## src/rtl/counter_ctrl.sv

```systemverilog
// counter_ctrl: takes four raw pushbuttons (up, down, stop, step) and drives
// the enable/direction inputs of the downstream up/down counter.
// Each button is synchronised, debounced and reduced to a one-cycle press
// event. A run/stop/single-step FSM consumes the events. The FSM's outputs
// are registered, so no input reaches an output combinationally.
module counter_ctrl #(
   parameter  int DEBOUNCE_CYCLES = 4,
   localparam int CNT_W           = $clog2(DEBOUNCE_CYCLES)
) (
   input  logic       clk,
   input  logic       rst,
   input  logic       btn_up,
   input  logic       btn_down,
   input  logic       btn_stop,
   input  logic       btn_step,
   output logic       enable,
   output logic       direction,
   output logic [1:0] state
);

   typedef enum logic [1:0] {
      ST_STOP     = 2'b00,
      ST_RUN_UP   = 2'b01,
      ST_RUN_DOWN = 2'b10,
      ST_STEP     = 2'b11
   } state_t;

   localparam logic [CNT_W-1:0] CNT_LAST = CNT_W'(DEBOUNCE_CYCLES - 1);

   // Button bit order: 0 = up, 1 = down, 2 = stop, 3 = step
   logic [3:0] raw;
   logic [3:0] sync_p0;
   logic [3:0] sync_p1;
   logic [3:0] deb;
   logic [3:0] deb_d;
   logic [3:0] press;
   logic       ev_up;
   logic       ev_down;
   logic       ev_stop;
   logic       ev_step;
   state_t     fsm;

   assign raw = {btn_step, btn_stop, btn_down, btn_up};

   // Two-flop synchroniser that brings the raw buttons into the clk domain
   always_ff @(posedge clk or negedge rst) begin
      if (!rst) begin
         sync_p0 <= '0;
         sync_p1 <= '0;
      end else begin
         sync_p0 <= raw;
         sync_p1 <= sync_p0;
      end
   end

   for (genvar i = 0; i < 4; i++) begin : g_deb
      logic [CNT_W-1:0] cnt;
      logic             lvl;

      // Flip the debounced level only after DEBOUNCE_CYCLES consecutive disagreeing samples
      always_ff @(posedge clk or negedge rst) begin
         if (!rst) begin
            cnt <= '0;
            lvl <= 1'b0;
         end else if (sync_p1[i] == lvl) begin
            cnt <= '0;
         end else if (cnt == CNT_LAST) begin
            lvl <= sync_p1[i];
            cnt <= '0;
         end else begin
            cnt <= cnt + CNT_W'(1);
         end
      end

      assign deb[i] = lvl;
   end

   // Delayed copy of the debounced levels; a 0->1 step is a press event
   always_ff @(posedge clk or negedge rst) begin
      if (!rst) begin
         deb_d <= '0;
      end else begin
         deb_d <= deb;
      end
   end

   // A release (1->0) produces no event
   assign press   = deb & ~deb_d;
   assign ev_up   = press[0];
   assign ev_down = press[1];
   assign ev_stop = press[2];
   assign ev_step = press[3];

   // Run/stop/step FSM. Priority is stop > step > up/down. Simultaneous up and
   // down cancel out. enable and direction are registered alongside the state.
   always_ff @(posedge clk or negedge rst) begin
      if (!rst) begin
         fsm       <= ST_STOP;
         enable    <= 1'b0;
         direction <= 1'b1;
      end else if (ev_stop) begin
         fsm    <= ST_STOP;
         enable <= 1'b0;
      end else begin
         case (fsm)
            ST_STOP, ST_STEP: begin
               if (ev_step) begin
                  fsm    <= ST_STEP;
                  enable <= 1'b1;
               end else if (ev_up && !ev_down) begin
                  fsm       <= ST_RUN_UP;
                  enable    <= 1'b1;
                  direction <= 1'b1;
               end else if (ev_down && !ev_up) begin
                  fsm       <= ST_RUN_DOWN;
                  enable    <= 1'b1;
                  direction <= 1'b0;
               end else begin
                  // A step lasts one cycle; STOP simply holds
                  fsm    <= ST_STOP;
                  enable <= 1'b0;
               end
            end
            ST_RUN_UP, ST_RUN_DOWN: begin
               if (ev_up && !ev_down) begin
                  fsm       <= ST_RUN_UP;
                  enable    <= 1'b1;
                  direction <= 1'b1;
               end else if (ev_down && !ev_up) begin
                  fsm       <= ST_RUN_DOWN;
                  enable    <= 1'b1;
                  direction <= 1'b0;
               end
            end
            default: begin
               fsm    <= ST_STOP;
               enable <= 1'b0;
            end
         endcase
      end
   end

   assign state = fsm;

endmodule

```

## config.mk

```make
export PLATFORM = sky130hd
export DESIGN_NAME = counter_ctrl
export DESIGN_NICKNAME = d
export VERILOG_FILES = /design/src/rtl/counter_ctrl.sv
export SDC_FILE = /design/constraint.sdc
export NUM_CORES = 1
export LEC_CHECK = 0
export ABC_AREA = 0
export CORE_MARGIN = 4
export CORE_UTILIZATION = 38
export CTS_CLUSTER_DIAMETER = 60
export DETAILED_ROUTE_END_ITERATION = 7
export SLEW_MARGIN = 20
export SYNTH_ARGS = -nofsm -noshare
export SYNTH_HDL_FRONTEND = slang
export SYNTH_SLANG_ARGS = --single-unit
```

## constraint.sdc

```tcl
create_clock -name clk -period 2.5 [get_ports clk]
set_input_delay 0.25 -clock clk [delete_from_list [all_inputs] [get_ports clk]]
set_output_delay 0.25 -clock clk [all_outputs]
set_load 0.01 [all_outputs]
```

==> flow_metrics.tcl, run 1 <==
set metrics [dict create \
    status "completed" \
    ys_types 19 \
    cts_resized 0 \
    r2r_start "g_deb[0].lvl$_DFFE_PN0P_" \
    muxShareOfSynthArea 0.0422 \
    n_antenna_cell 0 \
    grt_overflow_total 0 \
    mostFrequentLayoutCells "dfrtp_1 (27), clkdlybuf4s50_1 (9), ha_1 (7), nor2b_1 (6)" \
    r2r_end "state[1]$_DFFE_PN0P_" \
    cts_tree "yes" \
    hold_viol 0 \
    path_clk_slew_ns 0.15 \
    maxCapViolCount 0 \
    antenna_found_initial 0 \
    synth_top_family_by_area "simple AND/OR/NAND/NOR gates" \
    synth_area_sq_um 1070 \
    ant_nets 0 \
    setup_violations 0 \
    synth.net_count 87 \
    clock-sinks 28 \
    grt_pass1_wl_mm 2.68 \
    crit_path_end_kind "output port" \
    arrival_ns 1.39 \
    yosysWarnings 0 \
    drv_slew 0 \
    row_count 18 \
    via_per_inst 4.89 \
    syn_avg_cell_area_sq_um 14.4 \
    crit_chain "clkdlybuf4s50_1" \
    powerDensity_nw_per_um2 1200 \
    max_freq_ghz 0.609 \
    slew_headroom 0.628 \
    place.port_buffers 9 \
    grt_max_degree 17 \
    pin_count 10 \
    cp.depth 1 \
    start_util 0.416 \
    clk_latency_ns 0.31 \
    slowest_stage "dfstp_2" \
    cp_top_family "flip-flops" \
    synthToLayoutAreaGrowth_pct 17.6 \
    htreeDepth 1 \
    drt-pass1-iter-count 4 \
    drtIter0Drc 4 \
    cts_buffers 3 \
    final_common_cell "dfrtp_1" \
    drive_above_1_share 0.148 \
    grt_pass1_vias 648 \
    timing.reg2reg.setup_slack_ns 1.10 \
    fin_util 0.489 \
    ir_drop_mv 0.659 \
    post_cts.repair.setup_buffers 0 \
    crit_type "flop to output port" \
    max_stage_delay_ns 0.56 \
    synth-simple-area-share 0.114 \
    fin_nets 102 \
    clk_path_buf_depth 2 \
    synthCells 74 \
    gp_congestion 0.730 \
    die_area_sq_um 3720 \
    tns_ns 0 \
    critPathLaunchType "flop" \
    synth_xor_area_frac 0.0480 \
    finalCritPeriodShare 0.657 \
    p_leak_uw 0.000568 \
    yosysSeqAreaShare 0.657 \
    drc 0 \
    cts-root-buf "clkbuf_4" \
    hold_class "input port to async pin" \
    synth_compound_area_frac 0.0433 \
    path_buf_inv 1 \
    synth.area.top_cells "dfrtp_1 (63%), ha_1 (8.2%), mux2_2 (4.2%)" \
    drt-total-wl_mm 1.43 \
    wl_per_cell_um 12.1 \
    vias 577 \
    synthAdderAreaFrac 0.0820 \
    worst_pin_slew_ns 0.557 \
    required_ns 2.25 \
    grt_setup_unrepaired "no" \
    postCtsHoldBufs 0 \
    synth_top_area_frac 0.632 \
    path_max_fanout 2 \
    skew_ns 0.00732 \
    track_usage 0.0971 \
    yosysTopAreaCell "dfrtp_1" \
    die_w_um 61.0 \
    coreArea_sq_um 2570 \
    die_h_um 61.0 \
    r2r_cells 6 \
    ys_ff_latch 28 \
    finalCriticalPeriod_ns 1.64 \
]
## worst max-delay path by stage
stage	start	endpoint
2_1_floorplan	g_deb[0].lvl$_DFFE_PN0P_	state[1]$_DFFE_PN0P_
3_3_place_gp	deb_d[0]$_DFF_PN0_	state[1]$_DFFE_PN0P_
3_5_place_dp	g_deb[0].lvl$_DFFE_PN0P_	state[1]$_DFFE_PN0P_
4_1_cts	direction$_DFFE_PN1P_	direction
5_1_grt	direction$_DFFE_PN1P_	direction
6_report	direction$_DFFE_PN1P_	direction
## worst register-to-register path: cells and delay by family (launching register included)
kind,cells,cell delay (ns)
buffers and inverters,1,0.06
DFF,1,0.44
and+or+nand+nor,3,0.48
AOI/OAI and AO/OA,1,0.12
adders and majority gates,1,0.24
## final cells by class
cell class	instances	area (sq um)
Tap cell	30	37.5
Timing Repair Buffer	10	97.6
Fill cell	242	1310
Sequential cell	28	702
Multi-Input combinational cell	42	352
Clock buffer	3	22.5
Inverter	4	15.0
Clock inverter	1	30.0
## metal layers
| layer | wire, um | GRT usage |
|---|---|---|
| met1 | 610 | 0.110 |
| met2 | 727 | 0.172 |
| met3 | 72 | 0.0210 |
| met4 | 15 | 0.0464 |
| met5 | 0 | 0 |
## power by group
group / switching (uW) / internal (uW)
logic: 231 / 282
clock network: 124 / 162
registers: 98.0 / 615
total: 452 / 1060
## per-stage QoR
step / setup slack, ns / hold slack [ns] / std cells / area, sq um / total power [uW]
2_1_floorplan: 1.23 / -0.0456 / 74 / 1070 / 1080
5_1_grt: 0.794 / 0.309 / 118 / 1260 / 1640
4_1_cts: 0.838 / 0.283 / 118 / 1260 / 1540
3_5_place_dp: 1.11 / 0.336 / 114 / 1200 / 1250
6_report: 0.857 / 0.271 / 118 / 1260 / 1510
3_3_place_gp: 1.18 / 0.332 / 114 / 1200 / 1220
## synthesized netlist by cell type
master	n
mux2_2	4
nor3_1	4
nand2b_1	2
nor2b_1	6
a21oi_1	2
o21ai_1	1
inv_1	4
a211oi_1	3
o2bb2ai_1	1
ha_1	7
nor3b_1	2
nor2_1	2
xnor2_1	4
and2b_4	1
and4bb_2	1
xnor2_2	1
dfstp_2	1
dfrtp_1	27
nor4_1	1
## registers in the layout, summed over array words and instances (netlist names)
| name | cells |
|---|---|
| direction | 1 |
| sync_p0 | 4 |
| enable | 1 |
| g_deb.lvl | 4 |
| deb_d | 4 |
| sync_p1 | 4 |
| state | 2 |
| g_deb.cnt | 8 |
## cells by family (layout without fill, tap and decap cells)
logic type / count (synthesis) / in the layout
xor+xnor: 5 / 5
compound gates: 7 / 7
flops: 28 / 28
buf+inv: 4 / 18
mux: 4 / 4
fa+ha+maj: 7 / 7
simple gates: 19 / 19
Note: power is estimated with default switching activity, not from simulation.
==> inputs of run 2 (changes only) <==
Clock period 2.5 ns to 1.6 ns, I/O delays scaled along.
==> flow_metrics.tcl, run 2 (synthesis results as in run 1) <==
set metrics [dict create \
    clk_path_buf_depth 2 \
    n_antenna_cell 0 \
    die_area_sq_um 3720 \
    drtIter0Drc 13 \
    post_cts.repair.setup_buffers 0 \
    grt_pass1_vias 630 \
    ir_drop_mv 0.903 \
    via_per_inst 4.81 \
    dp_hpwl_mm 1.01 \
    antenna_found_initial 0 \
    clock-sinks 28 \
    drt-pass1-iter-count 2 \
    status "completed" \
    finalCritPeriodShare 0.910 \
    fin_nets 102 \
    finalCriticalPeriod_ns 1.46 \
    drive_above_1_share 0.170 \
    multi_input_area_sq_um 352 \
    p_leak_uw 0.000574 \
    p_sw_uw 703 \
    clock_power_share 0.191 \
    cp_top_family "buffers and inverters" \
    hold_class "input port to async pin" \
    crit_chain "clkdlybuf4s50_1" \
    critPathCapture "state[1]" \
    hold_viol 0 \
    powerDensity_nw_per_um2 1870 \
    tns_ns 0 \
    path_clk_slew_ns 0.14 \
    p_comb_frac 0.334 \
    coreArea_sq_um 2570 \
    largest-register "g_deb.cnt" \
    clk_latency_ns 0.32 \
    cts_buffers 3 \
    skew_ns 0.00178 \
    startpoint "state[1]$_DFFE_PN0P_" \
    p_seq_frac 0.475 \
    arrival_ns 1.30 \
    timing.reg2reg.setup_slack_ns 0.19 \
    crit_path_end_kind "output port" \
    slew_headroom 0.770 \
    path_buf_inv 1 \
    max_stage_delay_ns 0.54 \
    r2r_cells 6 \
    cts_tree "yes" \
    die_w_um 61.0 \
    track_usage 0.0975 \
    worst_pin_slew_ns 0.345 \
    p_int_uw 1660 \
    row_count 18 \
    mostFrequentLayoutCells "dfrtp_1 (25), clkdlybuf4s50_1 (8), ha_1 (7), nor2b_1 (6)" \
    drt-total-wl_mm 1.37 \
    nFillCells 236 \
    grt_max_degree 29 \
    ant_nets 0 \
    synthToLayoutAreaGrowth_pct 18.0 \
    vias 567 \
    place.port_buffers 9 \
    pin_count 10 \
    setup_violations 0 \
    wl_per_cell_um 11.6 \
    gp_congestion 0.720 \
    slowest_stage "clkdlybuf4s50_1" \
    grt_overflow_total 0 \
    r2r_start "g_deb[0].lvl$_DFFE_PN0P_" \
    maxCapViolCount 0 \
    largest_register_ffs 8 \
    die_h_um 61.0 \
    drc 0 \
    total_power_uw 2360 \
    seq_area_sq_um 704 \
    grt_setup_unrepaired "no" \
    crit_type "flop to output port" \
    cp.depth 1 \
    required_ns 1.44 \
    r2r_end "state[1]$_DFFE_PN0P_" \
    critPathLaunchType "flop" \
    htreeDepth 1 \
    path_max_fanout 5 \
    cts-root-buf "clkbuf_4" \
    max_freq_ghz 0.687 \
    drv_slew 0 \
    sw_frac_of_total 0.298 \
    grt_pass1_wl_mm 2.66 \
    final_common_cell "dfrtp_1" \
    start_util 0.416 \
]
==> run 2: cell types whose count changed in the layout (fill, tap and decap cells not counted), sizes merged <==
cell | before | now
dlymetal6s2s | 0 | 1
clkdlybuf4s50 | 9 | 8
==> run 2: how the worst min path moves through the flow <==
stage / slack, ns / end / cells past startpoint
final: 0.20 / state[1]$_DFFE_PN0P_ / 2
after detailed placement: 0.34 / sync_p1[1]$_DFF_PN0_ / 0
after global placement: 0.33 / sync_p1[3]$_DFF_PN0_ / 0
after CTS: 0.20 / g_deb[1].cnt[0]$_DFF_PN0_ / 2
after floorplan: -0.14 / deb_d[0]$_DFF_PN0_ / 0
after global routing: 0.20 / g_deb[1].cnt[0]$_DFF_PN0_ / 2
==> run 2: layout make-up <==
type	count	share of cell area
clock buffers	3	0.0179
multi-input cells	42	0.279
clock inverters	1	0.0238
well taps	30	0.0298
flip-flops and latches	28	0.559
inverters	4	0.0119
repair buffers	10	0.0794
==> run 2: worst register-to-register path, cell delays in order, from the launching register on <==
cell      delay, ns
dfrtp_1        0.44
nand2b_1       0.13
inv_1          0.06
ha_1           0.25
and4bb_2       0.30
nor2_1         0.04
a21oi_1        0.13
==> run 2: power by group through the flow <==
stage	combinational, uW	clock [uW]	sequential (uW)
floorplan	556	0	1130
global placement	777	0	1120
detailed placement	800	0	1140
CTS	809	465	1130
global route	916	501	1160
finish	788	450	1120
==> run 2: metal layers <==
| metal | vias up | wire length [um] | share of wire | track usage |
|---|---|---|---|---|
| li1 | 280 | - | - | - |
| met1 | 277 | 653 | 0.48 | 0.120 |
| met2 | 8 | 635 | 0.46 | 0.154 |
| met3 | 2 | 67 | 0.049 | 0.0252 |
| met5 | - | 0 | 0 | 0 |
| met4 | 0 | 15 | 0.011 | 0.0588 |
==> run 2: timing repair <==
item                                    in CTS  in global routing
endpoints found under the setup margin       0                  3
hold buffers                                 0                  0
gates resized for setup                      0                  3
==> run 2: metrics by stage <==
stage               instance area [sq um]  worst slack [ns]  std cells  hold slack, ns   util
detailed placement                   1200             0.191        114           0.336  0.469
floorplan                            1070             0.328         74          -0.136      -
CTS                                  1260            0.0227        118           0.199  0.489
global placement                     1200             0.278        114           0.334  0.469
finish                               1260             0.144        118           0.196  0.491
global route                         1260            0.0575        118           0.195  0.491
==> inputs of run 3 (changes only) <==
Settings changed: SKIP_CTS_REPAIR_TIMING from default to 1.
==> results of run 3 <==
Final layout, timing and power as in run 2 (identical DEF).
